`src/rtl/mii_mac_pkg.sv`:
```
// Shared constants and types for the MII transmit MAC.
//   - tx_state_t   : transmit FSM state encoding
//   - framing      : preamble/SFD, minimum frame, FCS and IFG sizes
//   - CRC-32       : reflected polynomial, init value and good-frame residue
package mii_mac_pkg;

  typedef enum logic [2:0] {
    ST_IDLE,
    ST_GETPTR,
    ST_PRE,
    ST_DATA,
    ST_PAD,
    ST_FCS,
    ST_IFG
  } tx_state_t;

  localparam int unsigned LEN_W            = 11;
  localparam int unsigned PREAMBLE_NIBBLES = 15;
  localparam logic [3:0]  PREAMBLE_NIBBLE  = 4'h5;
  localparam logic [3:0]  SFD_NIBBLE       = 4'hD;
  localparam int unsigned MIN_FRAME        = 60;
  localparam int unsigned FCS_BYTES        = 4;
  localparam int unsigned IFG_NIBBLES      = 24;

  localparam logic [31:0] CRC_POLY    = 32'hEDB88320;
  localparam logic [31:0] CRC_INIT    = 32'hFFFFFFFF;
  localparam logic [31:0] CRC_RESIDUE = 32'hDEBB20E3;

endpackage

```
`src/rtl/mii_crc32_d8.sv`:
```
// Combinational CRC-32 (reflected) advance by one byte, LSB first.
//   crc_i  : current CRC register
//   data_i : byte to absorb
//   crc_o  : CRC register after the byte
module mii_crc32_d8
  import mii_mac_pkg::*;
(
  input  logic [31:0] crc_i,
  input  logic [7:0]  data_i,
  output logic [31:0] crc_o
);

  logic [31:0] crc_c;

  // Eight serial shift/xor steps unrolled into one cycle.
  always_comb begin
    crc_c = crc_i ^ {24'h000000, data_i};
    for (int i = 0; i < 8; i++) begin
      crc_c = crc_c[0] ? ((crc_c >> 1) ^ CRC_POLY) : (crc_c >> 1);
    end
    crc_o = crc_c;
  end

endmodule

```
`src/rtl/mii_mac_tx.sv`:
```
// MII transmit MAC: pops a descriptor, streams the frame bytes from the data
// FIFO onto the 4-bit MII bus as preamble/SFD, data, zero pad to 60 bytes,
// CRC-32 FCS, then holds off for the inter-frame gap.
//   clk, rst        : system clock (>= 4x tx_clk), async active-high reset
//   tx_clk          : PHY transmit clock, sampled as data
//   tx_dv, tx_d     : MII TX_EN / TXD
//   data_fifo_rd/din: byte read pulse / byte (valid 1 clk after the pulse)
//   ptr_fifo_rd/din : descriptor read pulse / descriptor ([10:0] = length)
//   ptr_fifo_empty  : descriptor FIFO empty
module mii_mac_tx
  import mii_mac_pkg::*;
(
  input  logic        clk,
  input  logic        rst,
  input  logic        tx_clk,
  output logic        tx_dv,
  output logic [3:0]  tx_d,
  output logic        data_fifo_rd,
  input  logic [7:0]  data_fifo_din,
  output logic        ptr_fifo_rd,
  input  logic [15:0] ptr_fifo_din,
  input  logic        ptr_fifo_empty
);

  logic [1:0]       sync_q;
  logic             tx_clk_prev_q;
  logic             nib_stb_c;

  tx_state_t        state_q, state_d;
  logic [LEN_W-1:0] cnt_q, cnt_d;
  logic [LEN_W-1:0] len_q, len_d;
  logic             hi_q, hi_d;
  logic [7:0]       byte_q, byte_d;
  logic [31:0]      crc_q, crc_d;
  logic             desc_wait_q, desc_wait_d;
  logic             rd_dly_q, rd_dly_d;
  logic             tx_dv_q, tx_dv_d;
  logic [3:0]       tx_d_q, tx_d_d;
  logic             ptr_rd_q, ptr_rd_d;
  logic             data_rd_q, data_rd_d;

  logic [31:0]      crc_next_c;
  logic [31:0]      fcs_c;
  logic [3:0]       fcs_nib_c;
  logic [LEN_W-1:0] cnt_inc_c;
  logic [4:0]       desc_rsvd_unused;

  assign desc_rsvd_unused = ptr_fifo_din[15:11];

  // tx_clk synchroniser and rising-edge detect.
  always_ff @(posedge clk or posedge rst) begin
    if (rst) begin
      sync_q        <= 2'b00;
      tx_clk_prev_q <= 1'b0;
    end else begin
      sync_q        <= {sync_q[0], tx_clk};
      tx_clk_prev_q <= sync_q[1];
    end
  end

  assign nib_stb_c = sync_q[1] & ~tx_clk_prev_q;

  mii_crc32_d8 u_crc (
    .crc_i  (crc_q),
    .data_i (byte_q),
    .crc_o  (crc_next_c)
  );

  assign cnt_inc_c = cnt_q + LEN_W'(1);
  assign fcs_c     = ~crc_q;
  assign fcs_nib_c = fcs_c[{cnt_q[2:0], 2'b00} +: 4];

  // State and datapath registers.
  always_ff @(posedge clk or posedge rst) begin
    if (rst) begin
      state_q     <= ST_IDLE;
      cnt_q       <= '0;
      len_q       <= '0;
      hi_q        <= 1'b0;
      byte_q      <= '0;
      crc_q       <= CRC_INIT;
      desc_wait_q <= 1'b0;
      rd_dly_q    <= 1'b0;
      tx_dv_q     <= 1'b0;
      tx_d_q      <= '0;
      ptr_rd_q    <= 1'b0;
      data_rd_q   <= 1'b0;
    end else begin
      state_q     <= state_d;
      cnt_q       <= cnt_d;
      len_q       <= len_d;
      hi_q        <= hi_d;
      byte_q      <= byte_d;
      crc_q       <= crc_d;
      desc_wait_q <= desc_wait_d;
      rd_dly_q    <= rd_dly_d;
      tx_dv_q     <= tx_dv_d;
      tx_d_q      <= tx_d_d;
      ptr_rd_q    <= ptr_rd_d;
      data_rd_q   <= data_rd_d;
    end
  end

  // Next-state and output logic. IDLE/GETPTR run every clk; the frame
  // states advance only on a nibble strobe.
  always_comb begin
    state_d     = state_q;
    cnt_d       = cnt_q;
    len_d       = len_q;
    hi_d        = hi_q;
    byte_d      = byte_q;
    crc_d       = crc_q;
    desc_wait_d = desc_wait_q;
    tx_dv_d     = tx_dv_q;
    tx_d_d      = tx_d_q;
    ptr_rd_d    = 1'b0;
    data_rd_d   = 1'b0;
    rd_dly_d    = data_rd_q;

    // FIFO dout is valid the clk after the read pulse; capture it then.
    if (rd_dly_q) begin
      byte_d = data_fifo_din;
    end

    unique case (state_q)
      ST_IDLE: begin
        crc_d = CRC_INIT;
        if (!ptr_fifo_empty) begin
          ptr_rd_d    = 1'b1;
          desc_wait_d = 1'b1;
          state_d     = ST_GETPTR;
        end
      end

      // First cycle: read pulse is on the bus. Second: descriptor is valid.
      ST_GETPTR: begin
        if (desc_wait_q) begin
          desc_wait_d = 1'b0;
        end else begin
          len_d   = ptr_fifo_din[LEN_W-1:0];
          cnt_d   = '0;
          hi_d    = 1'b0;
          state_d = (ptr_fifo_din[LEN_W-1:0] == '0) ? ST_IDLE : ST_PRE;
        end
      end

      // The SFD strobe also fetches the first data byte.
      ST_PRE: begin
        if (nib_stb_c) begin
          tx_dv_d = 1'b1;
          if (cnt_q == LEN_W'(PREAMBLE_NIBBLES)) begin
            tx_d_d    = SFD_NIBBLE;
            data_rd_d = 1'b1;
            cnt_d     = '0;
            hi_d      = 1'b0;
            state_d   = ST_DATA;
          end else begin
            tx_d_d = PREAMBLE_NIBBLE;
            cnt_d  = cnt_inc_c;
          end
        end
      end

      // DATA and PAD share the byte emitter; PAD just holds byte_q at zero.
      // cnt_q counts bytes sent so far across both states.
      ST_DATA, ST_PAD: begin
        if (nib_stb_c) begin
          tx_dv_d = 1'b1;
          if (!hi_q) begin
            tx_d_d = byte_q[3:0];
            hi_d   = 1'b1;
          end else begin
            tx_d_d = byte_q[7:4];
            hi_d   = 1'b0;
            crc_d  = crc_next_c;
            cnt_d  = cnt_inc_c;
            if (state_q == ST_DATA) begin
              if (cnt_inc_c != len_q) begin
                data_rd_d = 1'b1;
              end else if (len_q < LEN_W'(MIN_FRAME)) begin
                state_d = ST_PAD;
                byte_d  = '0;
              end else begin
                state_d = ST_FCS;
                cnt_d   = '0;
              end
            end else if (cnt_inc_c == LEN_W'(MIN_FRAME)) begin
              state_d = ST_FCS;
              cnt_d   = '0;
            end
          end
        end
      end

      ST_FCS: begin
        if (nib_stb_c) begin
          tx_dv_d = 1'b1;
          tx_d_d  = fcs_nib_c;
          if (cnt_q == LEN_W'(2 * FCS_BYTES - 1)) begin
            cnt_d   = '0;
            state_d = ST_IFG;
          end else begin
            cnt_d = cnt_inc_c;
          end
        end
      end

      ST_IFG: begin
        if (nib_stb_c) begin
          tx_dv_d = 1'b0;
          tx_d_d  = '0;
          if (cnt_q == LEN_W'(IFG_NIBBLES - 1)) begin
            cnt_d   = '0;
            state_d = ST_IDLE;
          end else begin
            cnt_d = cnt_inc_c;
          end
        end
      end

      default: begin
        state_d = ST_IDLE;
      end
    endcase
  end

  assign tx_dv        = tx_dv_q;
  assign tx_d         = tx_d_q;
  assign ptr_fifo_rd  = ptr_rd_q;
  assign data_fifo_rd = data_rd_q;

endmodule

```
`config.mk`:
```
export PLATFORM = sky130hd
export DESIGN_NAME = mii_mac_tx
export DESIGN_NICKNAME = d
export VERILOG_FILES = /design/src/rtl/mii_mac_pkg.sv /design/src/rtl/mii_crc32_d8.sv /design/src/rtl/mii_mac_tx.sv
export SDC_FILE = /design/constraint.sdc
export NUM_CORES = 1
export LEC_CHECK = 0
export CAP_MARGIN = 10
export CORE_UTILIZATION = 37
export CTS_CLUSTER_DIAMETER = 60
export DETAILED_ROUTE_END_ITERATION = 7
export GPL_TIMING_DRIVEN = 0
export HOLD_SLACK_MARGIN = 0.08
export PLACE_DENSITY = 0.64
export SETUP_SLACK_MARGIN = 0.1
export SYNTH_ARGS = -nofsm -noshare
export SYNTH_HDL_FRONTEND = slang
export SYNTH_HIERARCHICAL = 1
export SYNTH_SLANG_ARGS = --single-unit
```
`constraint.sdc`:
```
create_clock -name clk -period 4.3 [get_ports clk]
set_input_delay 0.86 -clock clk [delete_from_list [all_inputs] [get_ports clk]]
set_output_delay 0.86 -clock clk [all_outputs]
set_load 0.02 [all_outputs]
```
Yosys cells after proc, flatten, opt, wreduce, memory -nomap -nowiden
Index checks and enable logic that the tools add are counted.
- add/subtract/negate cells: 1
- multipliers: 0
- divide/modulo/power cells: 0
- $lt $le $gt $ge: 1
- eq/ne operators: 24
- shifts and indexed selects: 1
- muxes and demuxes: 75
- bitwise gates (word level): 13
- reductions and logical operators: 18
- operators with widths (cell ; count):
    $mux 32 ; 10
    $mux 11 ; 13
    $not 13->14 ; 8
    $pmux 32 s2 ; 1
    $mux 8 ; 7
    $pmux 11 s5 ; 1
    $mux 3 ; 13
    $not 32->32 ; 1
    $shiftx 32x6->4 ; 1
    $xor 32x8->32 ; 1
    $mux 4 ; 6
    $ne 2x2->1 const B ; 10
    $pmux 3 s6 ; 1
    $mux 1 ; 17
    $pmux 4 s4 ; 1
    $reduce_and 12->1 ; 1
    $add 11x1->11 const B ; 1
    $eq 11x3->1 const B ; 1
    $eq 11x4->1 const B ; 1
    $eq 11x5->1 const B ; 1
    $eq 11x6->1 const B ; 1
    $logic_not 11->1 ; 1
    $lt 11x6->1 const B ; 1
    $ne 11x11->1 ; 1
    21 further kinds ; 33
- flip-flop bits (word level): 78
- bits in latches: 0
- memory bits (writable): 0
- ROM bits: 0
- logic and storage cells: 147
- memories kept: 0

Depth between registers and ports, before layout
- depth in word-level cells: 20
- mapped depth: 9

Hierarchy
The synthesis kept the hierarchy.
- modules (own cells, without submodules) (module ; times used ; cells each ; area an instance (um^2)):
    mii_mac_tx ; 1 ; 474 ; 4464.3
    mii_crc32_d8 ; 1 ; 67 ; 924.6

Worst setup path before layout
No wires, ideal clock.
- kind: flip-flop to flip-flop
- start: register cnt_q[0]
- end: register cnt_q[5]
- setup time: 0.133 ns
- arrival time: 1.984 ns
- required time: 4.167 ns
- path slack: 2.183 ns
- cell stages (with the launch flop): 9
- path buffers: 0
- clock period less this slack: 2.117 ns
- cell sequence: dfrtp_1 ha_1 xnor2_1 xnor2_1 nor4_2 o2111a_2 a41oi_4 o211ai_1 o211ai_2
- cells in the longest elaborated chain, start to end: 7
- elaborated cells between the ends (all ways): 19
- ends and longest elaborated chain (what ; RTL line ; text):
    start, declared ; mii_mac_tx.sv:30 ; logic [LEN_W-1:0] cnt_q, cnt_d;
    start signal, assigned ; mii_mac_tx.sv:90 ; cnt_q <= cnt_d;
    $add 11x1->11 ; mii_mac_tx.sv:69 ; assign cnt_inc_c = cnt_q + LEN_W'(1);
    $eq 11x6->1 (tied with other cells) ; mii_mac_tx.sv:187 ; end else if (cnt_inc_c == LEN_W'(MIN_FRAME)) begin
    $mux 11, on equally long branches ; mii_mac_tx.sv:187, mii_mac_tx.sv:178 ;
    $mux 11 ; mii_mac_tx.sv:177 ; if (state_q == ST_DATA) begin
    $mux 11 ; mii_mac_tx.sv:169 ; if (!hi_q) begin
    $mux 11 ; mii_mac_tx.sv:167 ; if (nib_stb_c) begin
    $pmux 11 s5 * ; mii_mac_tx.sv:125 ; unique case (state_q)
Mark *: on every way between the ends. The rest lies on a longest branch, timed or not. The select of a mux whose other input is x is not followed.
A chain may end at the register's enable or synchronous reset.

Final worst setup path
- start: register cnt_q[0]
- end: register byte_q[5]
- cells in the longest elaborated chain, start to end: 7
- ends and longest elaborated chain (what ; RTL line ; text):
    $add 11x1->11 ; mii_mac_tx.sv:69 ;
    $ne 11x11->1 ; mii_mac_tx.sv:178 ; if (cnt_inc_c != len_q) begin
    $mux 8 ; mii_mac_tx.sv:178 ;
    $mux 8 ; mii_mac_tx.sv:177 ;
    $mux 8 ; mii_mac_tx.sv:169 ;
    $mux 8 ; mii_mac_tx.sv:167 ;
    $mux 8 ; mii_mac_tx.sv:125 ;
    via byte_d[5] ; mii_mac_tx.sv:33 ; logic [7:0] byte_q, byte_d;
    end signal, assigned ; mii_mac_tx.sv:93 ; byte_q <= byte_d;
    end, declared ; mii_mac_tx.sv:33 ;
The timed path passes the listed nets, and every way through them passes these cells.

==> impl_metrics.csv <==
group,metric,value,unit
routing,drt.antenna.violating_nets,0,
placed_design,place_hpwl,9.76,mm
synthesis,synth-seq-cells,78,
timing,fmax,404,MHz
timing,relSlewSlack,0.371,
timing,final_hold_viol_count,0,
synthesis,avgSynthCellArea,9.96,um2
synthesis,syn_area,5390,um2
finish,drive_gt1_frac,0.199,
grt,grt_first_pass_wirelength,21.9,mm
floorplanning,initial_core_util,0.384,
timing,setup_viol,0,
routing,vias,4196,
floorplanning,core_area,14000,um2
routing,first_pass_iters,5,
finish,antenna_cells,0,
grt,grt_start_max_net_pins,54,
synthesis,netlist-cell-type-count,66,
setup_path,endpoint_kind,"register",
clock_tree,clk_pin_slew,60,ps
timing,fin_crit_sh,0.576,
clock_tree,postCtsResizedCells,0,
grt,first_global_vias,4253,
routing,avgRoutedWirePerCell,17.3,um
floorplanning,die_h,123,um
floorplanning,die_w,123,um
run_status,status,"complete, no violations",
synthesis,syn_inst,541,
finish,nFillCells,1348,
clock_tree,insertion_delay,350,ps
clock_tree,cts_tree,"built",
routing,remaining_drc_errors,0,
setup_path,required,4520,ps
clock_tree,cts.path.max_buffers,2,
timing,tns,0,ps
setup_path,worstPathArrival,2700,ps
clock_tree,cts.htree.levels,3,
synthesis,syn_nets,570,
routing,wirelength,13.3,mm
setup_path,critPathLaunchType,"register",
min_path,hold_class,"register to register",
setup_path,crit_type,"register to register",
synthesis,synth_edf_count,0,
synthesis,synth_async_sr_flop_share,1.00,
placed_design,port-buffer-count,29,
routing,viasPerCell,5.47,
finish,fin_nets,611,
timing,fin_skew,6.63,ps
routing,drt_iter0_drc,398,
finish,area_growth,15.5,%
clock_tree,cts_root_buffer,"clkbuf_16",
placed_design,place_inst,751,
clock_tree,clock_sinks,78,
job,drv_cap,0,
synthesis,seq_area_frac_synth,0.370,
finish,layout.cells.non_filler,767,
grt,antenna_found_initial,0,
synthesis,yosys_warnings,6,
grt,track_usage,0.192,
timing,tightest_slew,938,ps
setup_path,cp_max_fo,8,
synthesis,synthFlopType,"dfrtp_1",
floorplanning,rows,43,
timing,min_period,2480,ps
timing,slew_viol_final,0,
grt,grt-ovfl-total,0,
clock_tree,cts_made_buffers,9,
timing,rsz0062_at_grt,"no",
floorplanning,die-area,15100,um2
clock_tree,cts_hold_buf,0,
floorplanning,io_pins,35,
placed_design,gp_congestion,0.880,
clock_tree,cts_setup_buffers,0,
[registers in the layout, indices dropped and copies added, names as in the netlist, 2 cells and up]
| name | count |
|---|---|
| tx_d | 4 |
| len_q | 11 |
| state_q | 3 |
| sync_q | 2 |
| crc_q | 32 |
| cnt_q | 11 |
| byte_q | 8 |
[Yosys cell counts (6+ instances only)]
library cell  count  share of area
nand2_1          65          0.045
dfstp_2          32           0.16
o221ai_1          8          0.013
dfrtp_1          46           0.21
a21oi_1           9         0.0084
mux2_2           13          0.027
nand2b_1          7         0.0081
nor2_1           59          0.041
nand4_1          11          0.013
mux4_2            8          0.033
xor2_1           13          0.021
xnor2_1          38          0.062
nor4_1            7         0.0081
inv_1             8         0.0056
nor3_1           10         0.0093
mux2i_1          16          0.030
nor2b_1          10          0.012
buf_2            13          0.012
clkbuf_1         18          0.013
xnor2_2           6          0.018
o21ai_0          51          0.047
nand3_1           7         0.0065
xnor3_1          10          0.042
[placed cells by master (no fill, tap or decap), types with 4 or more instances in the layout]
| master | n |
|---|---|
| mux2_2 | 13 |
| a31oi_1 | 5 |
| o211ai_1 | 5 |
| and2_1 | 5 |
| a21oi_1 | 9 |
| o221ai_1 | 8 |
| mux4_2 | 8 |
| dfrtp_1 | 46 |
| mux2i_1 | 16 |
| nand4_1 | 11 |
| o21ai_0 | 51 |
| nor4_1 | 7 |
| o21ai_1 | 4 |
| xnor2_1 | 38 |
| nor2_1 | 59 |
| xnor3_1 | 10 |
| xor2_1 | 13 |
| dfstp_2 | 32 |
| nand2b_1 | 7 |
| nor3_1 | 10 |
| clkbuf_16 | 9 |
| nand2_1 | 65 |
| buf_2 | 13 |
| nor2b_1 | 10 |
| clkbuf_1 | 19 |
| inv_1 | 7 |
| xnor2_2 | 6 |
| xor3_1 | 5 |
| nand3_1 | 7 |
| clkdlybuf4s50_1 | 29 |
[path summary, 6_finish.rpt]
check                      startpoint   endpoint  slack, ps  depth (start not counted)
min in group asynchronous         rst   len_q[1]        860                          2
max in group asynchronous         rst  crc_q[16]       2800                          3
min                         sync_q[0]  sync_q[1]        360                          0
max                          cnt_q[0]  byte_q[5]       1820                          8
max reg2reg                  cnt_q[0]  byte_q[5]       1820                          8
min reg2reg                 sync_q[0]  sync_q[1]        360                          0
[through the flow]
| stage | instance area (um2) | hold slack, ps | utilization | worst slack (ps) |
|---|---|---|---|---|
| after floorplan | 5390 | 331 | - | 1500 |
| after global placement | 5900 | 335 | 0.420 | 107 |
| after detailed placement | 5930 | 346 | 0.423 | 1810 |
| after CTS | 6230 | 358 | 0.443 | 1800 |
| after global routing | 6230 | 366 | 0.443 | 1670 |
| final | 6230 | 356 | 0.443 | 1820 |
[cells by family (layout without fill, tap and decap cells)]
family / count (synthesis) / after routing / share of synthesized area
xor+xnor: 78 / 78 / 0.190
mux: 37 / 37 / 0.0903
fa+ha+maj: 1 / 1 / 0.00232
flops: 78 / 78 / 0.370
compound gates: 102 / 102 / 0.124
simple gates: 203 / 203 / 0.189
buf+inv: 42 / 88 / 0.0337
[metal layers]
metal	GRT usage	share of wire
met1	0.251	0.46
met2	0.315	0.48
met3	0.0339	0.039
met4	0.0770	0.021
met5	0	0
[worst max-delay path, cell delays in order, from the launching register on]
cell and delay (ps):
dfrtp_1 420, ha_1 290, xnor2_1 210, xnor2_1 100, nor4_2 340, o2111a_2 320
nand4_4 180, nor3_4 390, nor2_1 100
[cell type report]
type / instances / area, um2 / area share
Tap cell: 180 / 225 / 0.0362
Timing Repair Buffer: 30 / 318 / 0.0510
Clock buffer: 10 / 229 / 0.0368
Multi-Input combinational cell: 421 / 3220 / 0.516
Clock inverter: 6 / 62.6 / 0.0100
Inverter: 8 / 32.5 / 0.00523
Buffer: 34 / 151 / 0.0243
Sequential cell: 78 / 1990 / 0.320
Power is not shown: default switching activity piles up to over one toggle a cycle in this logic, so the estimate is an artifact.
